===== src/rtl/serial_adder_pkg.sv =====
// Shared definitions for the bit-serial adder: state encoding and default width.
package serial_adder_pkg;

  localparam int DEFAULT_WIDTH = 8;

  typedef enum logic [1:0] {
    IDLE = 2'd0,
    RUN  = 2'd1,
    DONE = 2'd2
  } state_e;

endpackage : serial_adder_pkg


===== src/rtl/halfadd.sv =====
// Half-adder cell: one-bit sum and carry of two inputs.
module halfadd (
  output logic sum,
  output logic c_out,
  input  logic a,
  input  logic b
);

  assign sum   = a ^ b;
  assign c_out = a & b;

endmodule : halfadd


===== src/rtl/serial_adder.sv =====
// Bit-serial adder: captures two WIDTH-bit operands plus carry-in, adds one bit
// per cycle LSB first, then presents sum/c_out with a valid/ready handshake.
module serial_adder
  import serial_adder_pkg::*;
#(
  parameter int WIDTH = DEFAULT_WIDTH
) (
  input  logic             clk,
  input  logic             rst,
  input  logic             in_valid,
  output logic             in_ready,
  input  logic [WIDTH-1:0] a,
  input  logic [WIDTH-1:0] b,
  input  logic             c_in,
  output logic             out_valid,
  input  logic             out_ready,
  output logic [WIDTH-1:0] sum,
  output logic             c_out,
  output logic             busy
);

  localparam int CNT_W = $clog2(WIDTH) + 1;
  localparam logic [CNT_W-1:0] CNT_LAST = CNT_W'(WIDTH - 1);

  state_e           state_r;
  state_e           state_s;
  logic [CNT_W-1:0] cnt_r;
  logic [WIDTH-1:0] a_sh_r;
  logic [WIDTH-1:0] b_sh_r;
  logic [WIDTH-1:0] res_r;
  logic             carry_r;
  logic             accept_s;

  // Full-add of the current operand LSBs and the running carry
  logic             ha0_sum_s;
  logic             ha0_c_s;
  logic             fa_sum_s;
  logic             ha1_c_s;
  logic             fa_c_s;

  halfadd u_ha0 (
    .sum   (ha0_sum_s),
    .c_out (ha0_c_s),
    .a     (a_sh_r[0]),
    .b     (b_sh_r[0])
  );

  halfadd u_ha1 (
    .sum   (fa_sum_s),
    .c_out (ha1_c_s),
    .a     (ha0_sum_s),
    .b     (carry_r)
  );

  assign fa_c_s = ha0_c_s | ha1_c_s;

  // Status outputs decode the registered state only, so in_ready never
  // combinationally follows out_ready.
  assign in_ready  = (state_r == IDLE);
  assign busy      = (state_r == RUN);
  assign out_valid = (state_r == DONE);
  assign sum       = res_r;
  assign c_out     = carry_r;
  assign accept_s  = in_valid && in_ready;

  // Next-state logic: accept in IDLE, WIDTH bit steps in RUN, hold DONE until taken
  always_comb begin
    state_s = state_r;
    case (state_r)
      IDLE: begin
        if (accept_s) begin
          state_s = RUN;
        end else begin
          state_s = IDLE;
        end
      end
      RUN: begin
        if (cnt_r == CNT_LAST) begin
          state_s = DONE;
        end else begin
          state_s = RUN;
        end
      end
      DONE: begin
        if (out_ready) begin
          state_s = IDLE;
        end else begin
          state_s = DONE;
        end
      end
      default: begin
        state_s = IDLE;
      end
    endcase
  end

  // State register with reset overriding any same-cycle handshake
  always_ff @(posedge clk) begin
    if (rst) begin
      state_r <= IDLE;
    end else begin
      state_r <= state_s;
    end
  end

  // Datapath: load operands on accept, shift one bit per RUN cycle, hold otherwise
  always_ff @(posedge clk) begin
    if (rst) begin
      cnt_r   <= {CNT_W{1'b0}};
      a_sh_r  <= {WIDTH{1'b0}};
      b_sh_r  <= {WIDTH{1'b0}};
      res_r   <= {WIDTH{1'b0}};
      carry_r <= 1'b0;
    end else if (accept_s) begin
      cnt_r   <= {CNT_W{1'b0}};
      a_sh_r  <= a;
      b_sh_r  <= b;
      res_r   <= {WIDTH{1'b0}};
      carry_r <= c_in;
    end else if (state_r == RUN) begin
      cnt_r   <= cnt_r + CNT_W'(1);
      a_sh_r  <= {1'b0, a_sh_r[WIDTH-1:1]};
      b_sh_r  <= {1'b0, b_sh_r[WIDTH-1:1]};
      res_r   <= {fa_sum_s, res_r[WIDTH-1:1]};
      carry_r <= fa_c_s;
    end else begin
      cnt_r   <= cnt_r;
      a_sh_r  <= a_sh_r;
      b_sh_r  <= b_sh_r;
      res_r   <= res_r;
      carry_r <= carry_r;
    end
  end

endmodule : serial_adder


===== config.mk =====
export PLATFORM = sky130hd
export DESIGN_NAME = serial_adder
export DESIGN_NICKNAME = d
export VERILOG_FILES = /design/src/rtl/serial_adder_pkg.sv /design/src/rtl/halfadd.sv /design/src/rtl/serial_adder.sv
export SDC_FILE = /design/constraint.sdc
export NUM_CORES = 1
export LEC_CHECK = 0
export BUFFER_PORTS_ARGS = -buffer_cell sky130_fd_sc_hd__buf_2
export CORE_MARGIN = 4
export CORE_UTILIZATION = 56
export DETAILED_ROUTE_END_ITERATION = 10
export GPL_TIMING_DRIVEN = 0
export PLACE_DENSITY_LB_ADDON = 0.1
export SLEW_MARGIN = 25
export SYNTH_ARGS = -nofsm -noshare
export SYNTH_HDL_FRONTEND = slang
export SYNTH_HIERARCHICAL = 1
export SYNTH_SLANG_ARGS = --single-unit

===== constraint.sdc =====
create_clock -name clk -period 4 [get_ports clk]
set_input_delay 0.4 -clock clk [delete_from_list [all_inputs] [get_ports clk]]
set_output_delay 0.4 -clock clk [all_outputs]
set_load 0.01 [all_outputs]

==> flow_metrics.env <==
export IMPL_htree_levels=2
export IMPL_use_met2_pct=33.9
export IMPL_cts_sinks=31
export IMPL_synth_seq_cells=31
export IMPL_mostFrequentLayoutCells="36 x buf_2, 33 x nand2_1, 31 x dfxtp_1"
export IMPL_finClkSkew_ns=0.0154
export IMPL_cp_data_required_time_ns=3.60
export IMPL_crit_fanout=10
export IMPL_drive_above_1_share_pct=27.3
export IMPL_synth_area_um2=1390
export IMPL_outcome="finished, final reports clean"
export IMPL_grt_busiest_layer="met2"
export IMPL_fin_crit_ns=1.95
export IMPL_use_met3_pct=6.90
export IMPL_rsz0062_at_grt="false"
export IMPL_io_buffers=32
export IMPL_leakage_nw=0.694
export IMPL_slew_headroom_pct=68.7
export IMPL_fill_cells=192
export IMPL_holdBufCountCts=0
export IMPL_worstSetupPathType="register to output pin"
export IMPL_finalHoldViolations=0
export IMPL_io_pins=33
export IMPL_final_cell_count_no_fill=233
export IMPL_met1_usage_pct=23.3
export IMPL_clk_pin_slew_worst_paths_ns=0.12
export IMPL_cts_setup_buffers=0
export IMPL_vias=1260
export IMPL_placed_area_um2=1580
export IMPL_viasPerCell=5.41
export IMPL_wl_per_cell_um=13.3
export IMPL_dpl_cell_count=225
export IMPL_drt_initial_drc_count=38
export IMPL_startpoint_type="register"
export IMPL_drcViolationCount=0
export IMPL_worstPathArrival_ns=1.55
export IMPL_yosysTopAreaCell="dfxtp_1"
export IMPL_coreArea_um2=2280
export IMPL_initial_core_util_pct=60.9
export IMPL_hpwlAfterDp_um=2080
export IMPL_multiInputGateArea_um2=661
export IMPL_gp_congestion=0.771
export IMPL_grt_pass1_wl_um=5180
export IMPL_ys_warn_count=6
export IMPL_min_period_over_period_pct=48.8
export IMPL_fp_dieH_um=57.7
export IMPL_rows=17
export IMPL_layout_nets=228
export IMPL_fin_setup_tns_ns=0
export IMPL_clk_path_buf_depth=2
export IMPL_diodes=0
export IMPL_syn_nets=189
export IMPL_fmax_ghz=0.512
export IMPL_drt_first_pass_iters=4
export IMPL_cts_made_buffers=5
export IMPL_die_w_um=57.7
export IMPL_finalSetupViolCount=0
export IMPL_grtUsageTotal_pct=20.4
export IMPL_ant_nets=0
export IMPL_ir_drop_uv=501
export IMPL_die_area_um2=3330
export IMPL_area_delta_synth_final_pct=21.7
export IMPL_final_common_cell="buf_2"
export IMPL_ys_types=27
export IMPL_antenna_found_initial=0
export IMPL_hp_class="input pin to register"
export IMPL_avgSynthCellArea_um2=8.39
export IMPL_worst_slew_pin_slew_ns=0.469
export IMPL_drv_cap=0
export IMPL_seq_area_frac_synth_pct=44.8
export IMPL_first_global_vias=1159
export IMPL_finalMaxSlewViolations=0
export IMPL_crit_path_end_kind="output pin"
export IMPL_netlist_instances=165
export IMPL_routed_wl_um=3100
export IMPL_grt_start_max_net_pins=12
export IMPL_final_seq_area_um2=621
export IMPL_cts_tree="done"
export IMPL_clock_latency_ns=0.35
export IMPL_netlist_area_leader_share_pct=44.8
export IMPL_synth_area_leaders="dfxtp_1 45%, a21oi_1 10%, nand2_1 8.9%"
export IMPL_cts_resized=0
export IMPL_clock_root_buffer="clkbuf_4"
export IMPL_power_density_nw_per_um2=446
export IMPL_grt_overflow=0
export IMPL_fin_area_um2=1690
[report_power, final]
part / leakage, nW / total [mW] / internal [mW] / switching (mW)
clock network: 0.0514 / 0.315 / 0.194 / 0.121
logic: 0.388 / 0.0985 / 0.0445 / 0.0540
registers: 0.254 / 0.338 / 0.327 / 0.0110
[registers in the layout, summed over array words and instances (netlist names)]
signal   count
state_r      2
cnt_r        4
a_sh_r       8
sum          8
b_sh_r       8
c_out        1
[cell families (layout without fill, tap and decap cells)]
kind of cell / after synthesis / count (layout) / synth area share [%]
adder cells (fa/ha/maj): 3 / 3 / 2.71
flip-flops: 31 / 31 / 44.8
AND/OR/NAND/NOR: 70 / 70 / 24.7
XOR/XNOR: 2 / 2 / 1.26
buffers and inverters: 14 / 54 / 7.50
AO/OA/AOI/OAI: 45 / 45 / 19.1
[final cells by class]
| class | count | share of cell area, % |
|---|---|---|
| multi-input combinational | 120 | 39.2 |
| buffer | 13 | 5.86 |
| sequential | 31 | 36.8 |
| inverter | 1 | 0.297 |
| clock buffer | 5 | 2.23 |
| timing repair buffer | 32 | 9.50 |
| clock inverter | 3 | 4.01 |
| tap | 28 | 2.08 |
[metal layers]
| layer | wire length, µm | part of all wire (%) |
|---|---|---|
| met5 | 0 | 0 |
| met4 | 34 | 1.1 |
| met3 | 179 | 5.8 |
| met2 | 1520 | 49 |
| met1 | 1370 | 44 |
[final timing paths]
path                                             from                     end  slack (ns)  cells past startpoint
worst min-delay path                             b[7]  b_sh_r[7]$_SDFFE_PP0P_        0.27                      3
worst min register to register    sum[1]$_SDFFE_PP0N_     sum[0]$_SDFFE_PP0N_        0.46                      2
worst max-delay path            state_r[1]$_SDFF_PP0_                    busy        2.05                      6
worst max register to register  state_r[1]$_SDFF_PP0_  a_sh_r[1]$_SDFFE_PP0P_        2.56                      6
[cell usage after synthesis, drive strengths merged]
library cell / instances
nand2: 33
dfxtp: 31
a21oi: 29
nor2: 17
a211oi: 12
buf: 11
nand2b: 5
or3b: 4
ha: 3
nand3: 3
clkbuf: 2
nor3: 2
nor3b: 2
o21ai: 2
or3: 2
clkinv: 1
nand3b: 1
nor2b: 1
o21ba: 1
o41ai: 1
xnor2: 1
xor2: 1
[per-stage QoR]
stage / hold slack (ns) / total power [mW] / utilization, % / setup WS [ns]
global placement: 0.440 / 0.438 / 69.4 / 2.47
floorplan: 0.437 / 0.412 / - / 2.68
detailed placement: 0.446 / 0.442 / 69.4 / 2.43
global route: 0.262 / 0.787 / 74.1 / 1.95
CTS: 0.266 / 0.755 / 74.1 / 2.04
finish: 0.270 / 0.751 / 74.1 / 2.05
[worst max-delay path, stage by stage (launching register included)]
cell      delay [ns]
dfxtp_1         0.33
buf_6           0.13
nand2b_4        0.14
buf_6           0.13
clkinv_2        0.09
buf_2           0.22
buf_2           0.16
(Power assumes the default switching activity.)
